<file path="src/rtl/fetch_ctrl.sv">
// Instruction-fetch sequencer: owns the fetch PC and the single-outstanding imem
// req/ack handshake, and feeds ID through an output slot backed by a one-entry skid buffer.
module fetch_ctrl #(
    parameter logic [31:0] RESET_PC = 32'h0000_0000
) (
    input  logic        clk,
    input  logic        rst,
    input  logic        cpu_en,
    input  logic        id_stall,
    input  logic        redirect_valid,
    input  logic [31:0] redirect_target,
    output logic        imem_req,
    output logic [31:0] imem_addr,
    input  logic        imem_ack,
    input  logic [31:0] imem_rdata,
    output logic        if_valid,
    output logic [31:0] if_pc,
    output logic [31:0] if_instr,
    output logic [31:0] fetch_pc
);

    typedef enum logic [1:0] {
        IDLE = 2'd0,
        WAIT = 2'd1,
        HOLD = 2'd2
    } state_t;

    state_t      state_q;
    logic [31:0] fetch_pc_q;
    logic        req_q;
    logic [31:0] addr_q;
    logic        if_valid_q;
    logic [31:0] if_pc_q;
    logic [31:0] if_instr_q;
    logic        buf_valid_q;
    logic [31:0] buf_pc_q;
    logic [31:0] buf_instr_q;
    logic        kill_q;

    logic        free;
    logic        redir;
    logic [31:0] target;
    logic [31:0] pc_inc;

    // The slot can take new data if it is empty or ID is consuming it this cycle.
    assign free   = !if_valid_q || (!id_stall && cpu_en);
    assign redir  = redirect_valid && cpu_en;
    assign target = {redirect_target[31:2], 2'b00};
    assign pc_inc = fetch_pc_q + 32'd4;

    always_ff @(posedge clk) begin
        if (rst) begin
            state_q     <= IDLE;
            fetch_pc_q  <= RESET_PC;
            req_q       <= 1'b0;
            addr_q      <= RESET_PC;
            if_valid_q  <= 1'b0;
            if_pc_q     <= 32'd0;
            if_instr_q  <= 32'd0;
            buf_valid_q <= 1'b0;
            kill_q      <= 1'b0;
        end else begin
            if (free) begin
                if_valid_q <= 1'b0;
            end
            case (state_q)
                IDLE: begin
                    if (redir) begin
                        if_valid_q  <= 1'b0;
                        buf_valid_q <= 1'b0;
                        fetch_pc_q  <= target;
                        req_q       <= 1'b1;
                        addr_q      <= target;
                        state_q     <= WAIT;
                    end else if (cpu_en) begin
                        req_q   <= 1'b1;
                        addr_q  <= fetch_pc_q;
                        state_q <= WAIT;
                    end
                end
                WAIT: begin
                    if (imem_ack) begin
                        if (kill_q || redir) begin
                            // Returned word belongs to a squashed path: drop it and refetch.
                            kill_q <= 1'b0;
                            if (redir) begin
                                if_valid_q  <= 1'b0;
                                buf_valid_q <= 1'b0;
                                fetch_pc_q  <= target;
                                req_q       <= 1'b1;
                                addr_q      <= target;
                            end else if (cpu_en) begin
                                req_q  <= 1'b1;
                                addr_q <= fetch_pc_q;
                            end else begin
                                req_q   <= 1'b0;
                                state_q <= IDLE;
                            end
                        end else if (free) begin
                            if_valid_q <= 1'b1;
                            if_pc_q    <= fetch_pc_q;
                            if_instr_q <= imem_rdata;
                            fetch_pc_q <= pc_inc;
                            if (cpu_en) begin
                                req_q  <= 1'b1;
                                addr_q <= pc_inc;
                            end else begin
                                req_q   <= 1'b0;
                                state_q <= IDLE;
                            end
                        end else begin
                            buf_valid_q <= 1'b1;
                            buf_pc_q    <= fetch_pc_q;
                            buf_instr_q <= imem_rdata;
                            fetch_pc_q  <= pc_inc;
                            req_q       <= 1'b0;
                            state_q     <= HOLD;
                        end
                    end else if (redir) begin
                        // Request must stay stable at the old address until its ack arrives.
                        kill_q      <= 1'b1;
                        fetch_pc_q  <= target;
                        if_valid_q  <= 1'b0;
                        buf_valid_q <= 1'b0;
                    end
                end
                HOLD: begin
                    if (redir) begin
                        if_valid_q  <= 1'b0;
                        buf_valid_q <= 1'b0;
                        fetch_pc_q  <= target;
                        req_q       <= 1'b1;
                        addr_q      <= target;
                        state_q     <= WAIT;
                    end else if (free) begin
                        if_valid_q  <= buf_valid_q;
                        if_pc_q     <= buf_pc_q;
                        if_instr_q  <= buf_instr_q;
                        buf_valid_q <= 1'b0;
                        req_q       <= 1'b1;
                        addr_q      <= fetch_pc_q;
                        state_q     <= WAIT;
                    end
                end
                default: begin
                    state_q <= IDLE;
                    req_q   <= 1'b0;
                end
            endcase
        end
    end

    assign imem_req  = req_q;
    assign imem_addr = addr_q;
    assign if_valid  = if_valid_q;
    assign if_pc     = if_pc_q;
    assign if_instr  = if_instr_q;
    assign fetch_pc  = fetch_pc_q;

endmodule

</file>
<file path="config.mk">
export PLATFORM = sky130hd
export DESIGN_NAME = fetch_ctrl
export DESIGN_NICKNAME = d
export VERILOG_FILES = /design/src/rtl/fetch_ctrl.sv
export SDC_FILE = /design/constraint.sdc
export NUM_CORES = 1
export LEC_CHECK = 0
export CORE_MARGIN = 2
export CORE_UTILIZATION = 40
export DETAILED_ROUTE_END_ITERATION = 8
export PLACE_DENSITY = 0.69
export SYNTH_ARGS = -nofsm -noshare
export SYNTH_HDL_FRONTEND = slang
export SYNTH_SLANG_ARGS = --single-unit
export TNS_END_PERCENT = 20
</file>
<file path="constraint.sdc">
create_clock -name clk -period 9.8 [get_ports clk]
set_input_delay 1.47 -clock clk [delete_from_list [all_inputs] [get_ports clk]]
set_output_delay 1.47 -clock clk [all_outputs]
set_load 0.05 [all_outputs]
</file>
==> results of run 1 <==
sequential cells by signal (all words and copies together) (netlist names):
register / flops
state_q: 2
if_instr: 32
if_pc: 32
buf_instr_q: 32
imem_req: 1
buf_pc_q: 32
fetch_pc: 32
if_valid: 1
kill_q: 1
imem_addr: 32
buf_valid_q: 1
routing by layer:
layer	GRT usage [%]	wire (um)	share of wire (%)	vias to the layer above
met3	3.98	1830	6.3	21
li1	-	-	-	4151
met4	5.99	297	1.0	0
met2	34.8	13400	46	336
met5	0	0	0	-
met1	30.4	13300	46	4164
cell type report:
cell class | count | area, sq um | area share [%]
Clock buffer | 17 | 425 | 3.40
Timing Repair Buffer | 211 | 2070 | 16.6
Tap cell | 324 | 405 | 3.24
Multi-Input combinational cell | 740 | 4810 | 38.4
Antenna cell | 1 | 2.50 | 0.0200
Inverter | 8 | 30.0 | 0.240
Sequential cell | 198 | 4600 | 36.7
Clock inverter | 15 | 174 | 1.39
worst register-to-register path, cell delays in order (launching register included):
cell and delay (ns):
dfxtp_1 0.48, inv_1 0.11, ha_1 0.63, a21oi_1 1.17
nand2b_1 0.63, a222oi_1 0.23, a211oi_1 0.28
report_power, final:
group	internal [uW]	switching, uW
Combinational	297	571
Sequential	931	92.9
Clock	348	370
stage by stage:
step,area [sq um],total power [uW]
global route,12500,2720
floorplan,9970,1640
finish,12500,2610
CTS,12500,2620
global placement,11900,1890
detailed placement,11900,1910
path summary, 6_finish.rpt:
kind / start / end / slack [ns] / depth (start not counted)
hold / removal: imem_addr[1] / imem_addr[1] / 0.46 / 2
setup reg to reg: state_q[1] / imem_addr[14] / 6.18 / 6
hold reg to reg: imem_addr[1] / imem_addr[1] / 0.46 / 2
setup / recovery: cpu_en / if_instr[11] / 5.57 / 8
cells in the mapped netlist, types with 3 or more instances:
master,n,area [sq um]
nor4_1,7,43.8
and4_1,5,43.8
nand2b_1,5,31.3
a41oi_1,6,52.6
a211oi_1,70,526
o22a_1,4,35.0
a311oi_2,4,60.1
edfxtp_1,64,1920
a22oi_1,5,37.5
buf_1,5,18.8
o31ai_1,3,22.5
and3_1,11,68.8
nor3b_1,4,30.0
a21o_1,6,45.0
nor3_1,28,140
ha_1,6,75.1
clkbuf_1,29,109
o21bai_1,3,22.5
and2_1,9,56.3
nor2_1,168,631
a31oi_1,8,50.1
nor3_2,4,40.0
a311oi_1,10,87.6
o211ai_1,4,30.0
a222oi_1,12,120
mux2i_1,81,811
o21ai_1,3,15.0
xor2_1,6,52.6
mux2_2,4,45.0
nand2_1,64,240
a21oi_2,4,35.0
xnor2_1,9,78.8
nand3_1,18,90.1
buf_4,15,113
a21oi_1,56,280
inv_1,8,30.0
nand3b_1,6,45.0
buf_6,6,67.6
buf_2,44,220
o22ai_1,16,100
a221o_1,4,40.0
dfxtp_1,134,2680
o21ai_0,34,170
nand4_1,13,81.3
kinds of logic after synthesis:
logic type | count (synthesis) | share of synthesized area, %
simple gates | 360 | 17.5
compound gates | 274 | 19.9
flops | 198 | 46.2
buf+inv | 109 | 5.77
mux | 85 | 8.58
xor+xnor | 15 | 1.32
fa+ha+maj | 6 | 0.753
placed cells by master, fill, tap and decap left out, drive strengths merged, types with 19 or more instances in the layout:
cell type | synthesis | final
a211oi | 70 | 70
a21oi | 60 | 60
clkdlybuf4s50 | 0 | 196
dfxtp | 134 | 134
edfxtp | 64 | 64
mux2i | 81 | 81
nand2 | 64 | 64
nand3 | 19 | 19
nor2 | 171 | 171
nor3 | 32 | 32
o21ai | 38 | 38
==> summary.txt, run 1 <==
status: completed
Placer Congestion: 0.864
H-tree depth reported by CTS: 4
Setup CP Type: input pin to flip-flop
Slew HR: 10.6%
Final #Nets: 1,252
Hold WS: 0.460 ns
Crit path max-delay family: buffers and inverters
largest net degree at the start of global routing: 105
GRT Util Overall: 21.8%
unique cell type count in the Yosys netlist: 78
final setup fails: 0
hold crit path type: flip-flop to flip-flop
Vias: 8,672
Required @ worst endpoint: 10.15 ns
first-pass GRT wire length: 45,700 um
CTS Sinks: 198
post-synthesis net count: 1,123
cell count after placement: 1,481
clock latency on the worst-skew pair: 0.44 ns
sequential area share after synthesis: 46.2%
Die Y: 162 um
Buf/Inv on CP: 4
post-DR wirelength/cell: 19.1 um
fillers: 2,291
Post-CTS Resized: 0
DRC: 0
RSZ-0062 raised after global routing: false
DR iter-0 viols: 810
fmax: 236 MHz
hold_buf cts: 0
Tcrit/Tclk final: 43.2%
CTS tree: yes
crit-path cells: clkdlybuf4s50_1 -> buf_4 -> inv_1 -> o21ai_2 -> and3_4 -> buf_4 -> nor2_1 -> a211oi_1
Post-Syn Area: 9970 sq um
number of enable flip-flop cells after synthesis: 64
average cell area after synthesis: 9.52 sq um
initial antenna violation count: 1
CP max stage delay: 0.79 ns
max-cap violations: 0
Slew Limit Fails: 0
peak supply drop: 0.122 mV
die footprint: 26,200 sq um
crit path max fanout: 104
cells after synthesis: 1,047
I/O Buffers: 197
Tmin final: 4.23 ns
actual slew at the worst max-slew pin: 1.34 ns
CTS Buffer Depth: 2
total negative setup slack: 0 ns
clock transition at the registers of the reported paths: 0.08 ns
DP HPWL: 18,800 um
crit path capture type: flip-flop
DRT Wirelength: 28,900 um
Ports: 200
Final Hold Viols: 0
Setup WS pre-CTS: 5.13 ns
TritonCTS Buffers: 17
Setup Fix Bufs, Post-CTS: 0
final core occ: 51.4%
TritonRoute pass-1 iters: 8
CP arrival: 4.58 ns
Cell Rows: 57
Detail Route Antenna Nets: 0
vias in the first global route: 8,179
area delta synth->final: 25.7%
CP most frequent cell: buf_4
Most used DFF post-synth: dfxtp_1
P_leak: 0.00412 uW
Post-Layout Cell Count: 1,514
Clock Tree Root: clkbuf_16
async set-reset flop share out of synthesis: 0%
starting density of the core: 40.9%
layout cell share with drive strength beyond 1: 7.40%
highest-delay cell along the critical path: buf_4
Synth Register Bits: 198
Final Worst Setup Slack: 5.57 ns
Critical Path Start Type: input pin
Die Wd: 162 um
core area: 24,400 sq um
pwr/cell area: 208 nW/um^2
gr ovfl total: 0
clk_skew: 0.00955 ns
Synth Warn #: 0
post-DR vias/cell: 5.73
Power figures use the tool's default switching activity.
==> run 2: changes to the inputs <==
==> constraint.sdc (replaced) <==
create_clock -name clk -period 4.05 [get_ports clk]
set_input_delay 0.6075 -clock clk [delete_from_list [all_inputs] [get_ports clk]]
set_output_delay 0.6075 -clock clk [all_outputs]
set_load 0.05 [all_outputs]
==> summary.txt, run 2 (synthesized netlist as in run 1, its figures left out) <==
status: completed
die footprint: 26,200 sq um
largest net degree at the start of global routing: 65
fillers: 2,195
Post-Layout Cell Count: 1,530
crit path capture type: flip-flop
clock transition at the registers of the reported paths: 0.08 ns
CP arrival: 3.62 ns
hold crit path type: flip-flop to flip-flop
final setup fails: 0
Setup CP Type: flip-flop to flip-flop
I/O Buffers: 197
post-DR vias/cell: 5.80
CTS tree: yes
Slew HR: 15.2%
max-cap violations: 0
diodes inserted: 0
Cell Rows: 57
cell count after placement: 1,498
actual slew at the worst max-slew pin: 1.27 ns
Die Y: 162 um
DP HPWL: 19,900 um
CTS Sinks: 198
Detail Route Antenna Nets: 0
first-pass GRT wire length: 46,600 um
RSZ-0062 raised after global routing: false
starting density of the core: 40.9%
Die Wd: 162 um
gr ovfl total: 0
CTS Buffer Depth: 2
Tcrit/Tclk final: 80.5%
pwr/cell area: 506 nW/um^2
Tmin final: 3.26 ns
overall power: 6430 uW
hold_buf cts: 0
Post-CTS Resized: 0
initial antenna violation count: 0
DR iter-0 viols: 938
Slew Limit Fails: 0
clk_skew: 0.0101 ns
clock share of power: 28.0%
P_leak: 0.00423 uW
total negative setup slack: 0 ns
Final Hold Viols: 0
H-tree depth reported by CTS: 4
crit path max fanout: 17
Setup Fix Bufs, Post-CTS: 0
area of the multi-input gates: 4820 sq um
clock latency on the worst-skew pair: 0.44 ns
Reg area: 4600 sq um
Internal: 3910 uW
commonest non-fill, non-tap cell in the layout: clkdlybuf4s50_1
Vias: 8,870
GRT Util Overall: 22.3%
fmax: 307 MHz
vias in the first global route: 8,330
core area: 24,400 sq um
TritonCTS Buffers: 17
NetSw: 2520 uW
Clock Tree Root: clkbuf_16
most frequent cells in the layout: 196 x clkdlybuf4s50_1, 168 x nor2_1, 134 x dfxtp_1, 81 x mux2i_1, 70 x a211oi_1
dpl cell area: 12,100 sq um
area delta synth->final: 27.5%
peak supply drop: 0.282 mV
post-DR wirelength/cell: 19.4 um
fin area: 12,700 sq um
sw frac: 39.2%
Required @ worst endpoint: 4.40 ns
Ports: 200
DRT Wirelength: 29,600 um
Gate power share: 33.5%
Final #Nets: 1,269
layout cell share with drive strength beyond 1: 8.71%
DRC: 0
Critical Path Start Type: flip-flop
TritonRoute pass-1 iters: 6
Placer Congestion: 0.893
share of power burned in registers: 38.5%
-- run 2: worst max-delay path, cell delays in order, from the launching register on --
cell,delay [ns]
dfxtp_1,0.39
inv_1,0.12
ha_1,0.56
nand2_1,0.11
a21oi_1,1.00
nand2b_1,0.53
a222oi_1,0.21
a211oi_1,0.25
-- run 2: through the flow --
stage | hold WS, ns | setup WS [ns] | util (%)
after floorplan | 0.469 | 0.358 | -
after global placement | 0.442 | 0.641 | 49.6
after detailed placement | 0.454 | 0.598 | 49.6
after CTS | 0.465 | 0.804 | 52.1
after global routing | 0.488 | 0.662 | 52.1
final | 0.458 | 0.788 | 52.1
-- run 2: worst paths after layout --
kind,from,endpoint,slack [ns],cells past startpoint
worst min-delay path,imem_addr[1],imem_addr[1],0.46,2
worst min register to register,imem_addr[1],imem_addr[1],0.46,2
worst max register to register,state_q[1],imem_addr[14],0.79,7
worst max-delay path,state_q[1],imem_addr[14],0.79,7
-- run 2: routing by layer --
layer / vias up / wire length [um] / global-route usage (%)
met4: 0 / 711 / 8.13
met2: 380 / 13700 / 35.1
met3: 59 / 2230 / 5.18
met1: 4244 / 13000 / 30.1
met5: - / 0 / 0
li1: 4187 / - / -
-- run 2: layout make-up --
type                    instances  area share (%)
flip-flops and latches        198            36.2
repair buffers                228            17.5
clock buffers                  17            3.35
inverters                       8           0.236
multi-input cells             740            37.9
well taps                     324            3.19
clock inverters                15            1.57
-- run 2: power groups by stage --
| stage | logic, uW | registers, uW | clock network (uW) |
|---|---|---|---|
| after CTS | 2150 | 2470 | 1830 |
| after global placement | 2120 | 2510 | 0 |
| after floorplan | 878 | 3080 | 0 |
| after detailed placement | 2140 | 2520 | 0 |
| final | 2160 | 2470 | 1800 |
| after global routing | 2290 | 2510 | 1900 |
==> run 3: changes to the inputs <==
==> constraint.sdc (replaced) <==
create_clock -name clk -period 3.4 [get_ports clk]
set_input_delay 0.51 -clock clk [delete_from_list [all_inputs] [get_ports clk]]
set_output_delay 0.51 -clock clk [all_outputs]
set_load 0.05 [all_outputs]
==> summary.txt, run 3 (synthesized netlist as in run 1, its figures left out) <==
fin area: 12,900 sq um
CTS Buffer Depth: 2
CP max stage delay: 1.01 ns
actual slew at the worst max-slew pin: 1.25 ns
Detail Route Antenna Nets: 0
Die Y: 162 um
Crit path max-delay family: compound AO/OA/AOI/OAI gates
clock transition at the registers of the reported paths: 0.08 ns
die footprint: 26,200 sq um
Final #Nets: 1,280
gr ovfl total: 0
commonest non-fill, non-tap cell in the layout: clkdlybuf4s50_1
vias in the first global route: 8,383
highest-delay cell along the critical path: a21oi_1
clk_skew: 0.0120 ns
layout cell share with drive strength beyond 1: 10.1%
Vias: 8,914
Clock Tree Root: clkbuf_16
DRT Wirelength: 29,600 um
Hold WS: 0.463 ns
hold_buf cts: 0
Tmin final: 2.80 ns
post-DR wirelength/cell: 19.2 um
peak supply drop: 0.364 mV
area delta synth->final: 29.0%
status: completed
Tcrit/Tclk final: 82.4%
DR iter-0 viols: 868
crit path capture type: flip-flop
largest net degree at the start of global routing: 76
first-pass GRT wire length: 46,600 um
Final Hold Viols: 0
core area: 24,400 sq um
Die Wd: 162 um
initial antenna violation count: 0
CTS Sinks: 198
GRT Util Overall: 22.3%
hold crit path type: flip-flop to flip-flop
dpl cell area: 12,200 sq um
P_leak: 0.00430 uW
max-cap violations: 0
RSZ-0062 raised after global routing: false
CTS tree: yes
clock latency on the worst-skew pair: 0.46 ns
DP HPWL: 19,900 um
Final Worst Setup Slack: 0.599 ns
fmax: 357 MHz
Required @ worst endpoint: 3.79 ns
TritonCTS Buffers: 17
Slew Limit Fails: 0
H-tree depth reported by CTS: 4
crit path max fanout: 13
Setup Fix Bufs, Post-CTS: 0
Slew HR: 16.5%
most frequent cells in the layout: 196 x clkdlybuf4s50_1, 168 x nor2_1, 132 x dfxtp_1, 81 x mux2i_1, 70 x a211oi_1
Ports: 200
Critical Path Start Type: flip-flop
Setup WS pre-CTS: 0.187 ns
Cell Rows: 57
TritonRoute pass-1 iters: 6
Placer Congestion: 0.916
I/O Buffers: 197
crit-path cells: inv_1 -> ha_1 -> a21oi_1 -> nand2b_1 -> buf_4 -> a22oi_1 -> o22ai_1
Setup CP Type: flip-flop to flip-flop
post-DR vias/cell: 5.78
overall power: 7690 uW
Buf/Inv on CP: 2
pwr/cell area: 598 nW/um^2
diodes inserted: 0
DRC: 0
CP arrival: 3.19 ns
final setup fails: 0
starting density of the core: 40.9%
Post-CTS Resized: 0
run 3: stage by stage:
| stage | utilization, % | setup TNS, ns | cells |
|---|---|---|---|
| after floorplan | - | -10.67 | 1047 |
| after global placement | 50.2 | 0 | 1509 |
| after detailed placement | 50.2 | 0 | 1509 |
| after CTS | 52.7 | 0 | 1541 |
| after global routing | 52.7 | 0 | 1541 |
| final | 52.7 | 0 | 1541 |
run 3: final cells by class:
type | count | area, sq um
fill | 2233 | 11500
multi-input combinational | 740 | 4850
sequential | 198 | 4610
timing repair buffer | 239 | 2360
clock buffer | 17 | 425
tap | 324 | 405
clock inverter | 15 | 189
inverter | 8 | 30.0
run 3: worst paths after layout:
kind	from	endpoint	slack, ns	cells past startpoint
worst max-delay path	state_q[0]	imem_addr[22]	0.60	7
worst min-delay path	imem_addr[1]	imem_addr[1]	0.46	2
worst max register to register	state_q[0]	imem_addr[22]	0.60	7
worst min register to register	imem_addr[1]	imem_addr[1]	0.46	2
run 3: report_power, final:
group	total [uW]	leakage, uW	switching [uW]	internal, uW
logic	2630	0.00231	1700	928
clock network	2130	0.000300	1110	1020
registers	2930	0.00168	243	2680
total	7690	0.00430	3060	4630
run 3: layer usage:
layer	global-route usage, %	vias to the layer above	part of all wire [%]
met4	7.56	0	2.1
met5	0	-	0
met3	4.52	43	7.3
met2	35.2	363	46
met1	30.6	4290	45
li1	-	4218	-
run 3: worst register-to-register path: stages (launching register included):
cell and delay, ns:
dfxtp_2 0.38, inv_1 0.11, ha_1 0.48, a21oi_1 1.01
nand2b_1 0.28, buf_4 0.23, a22oi_1 0.11, o22ai_1 0.14
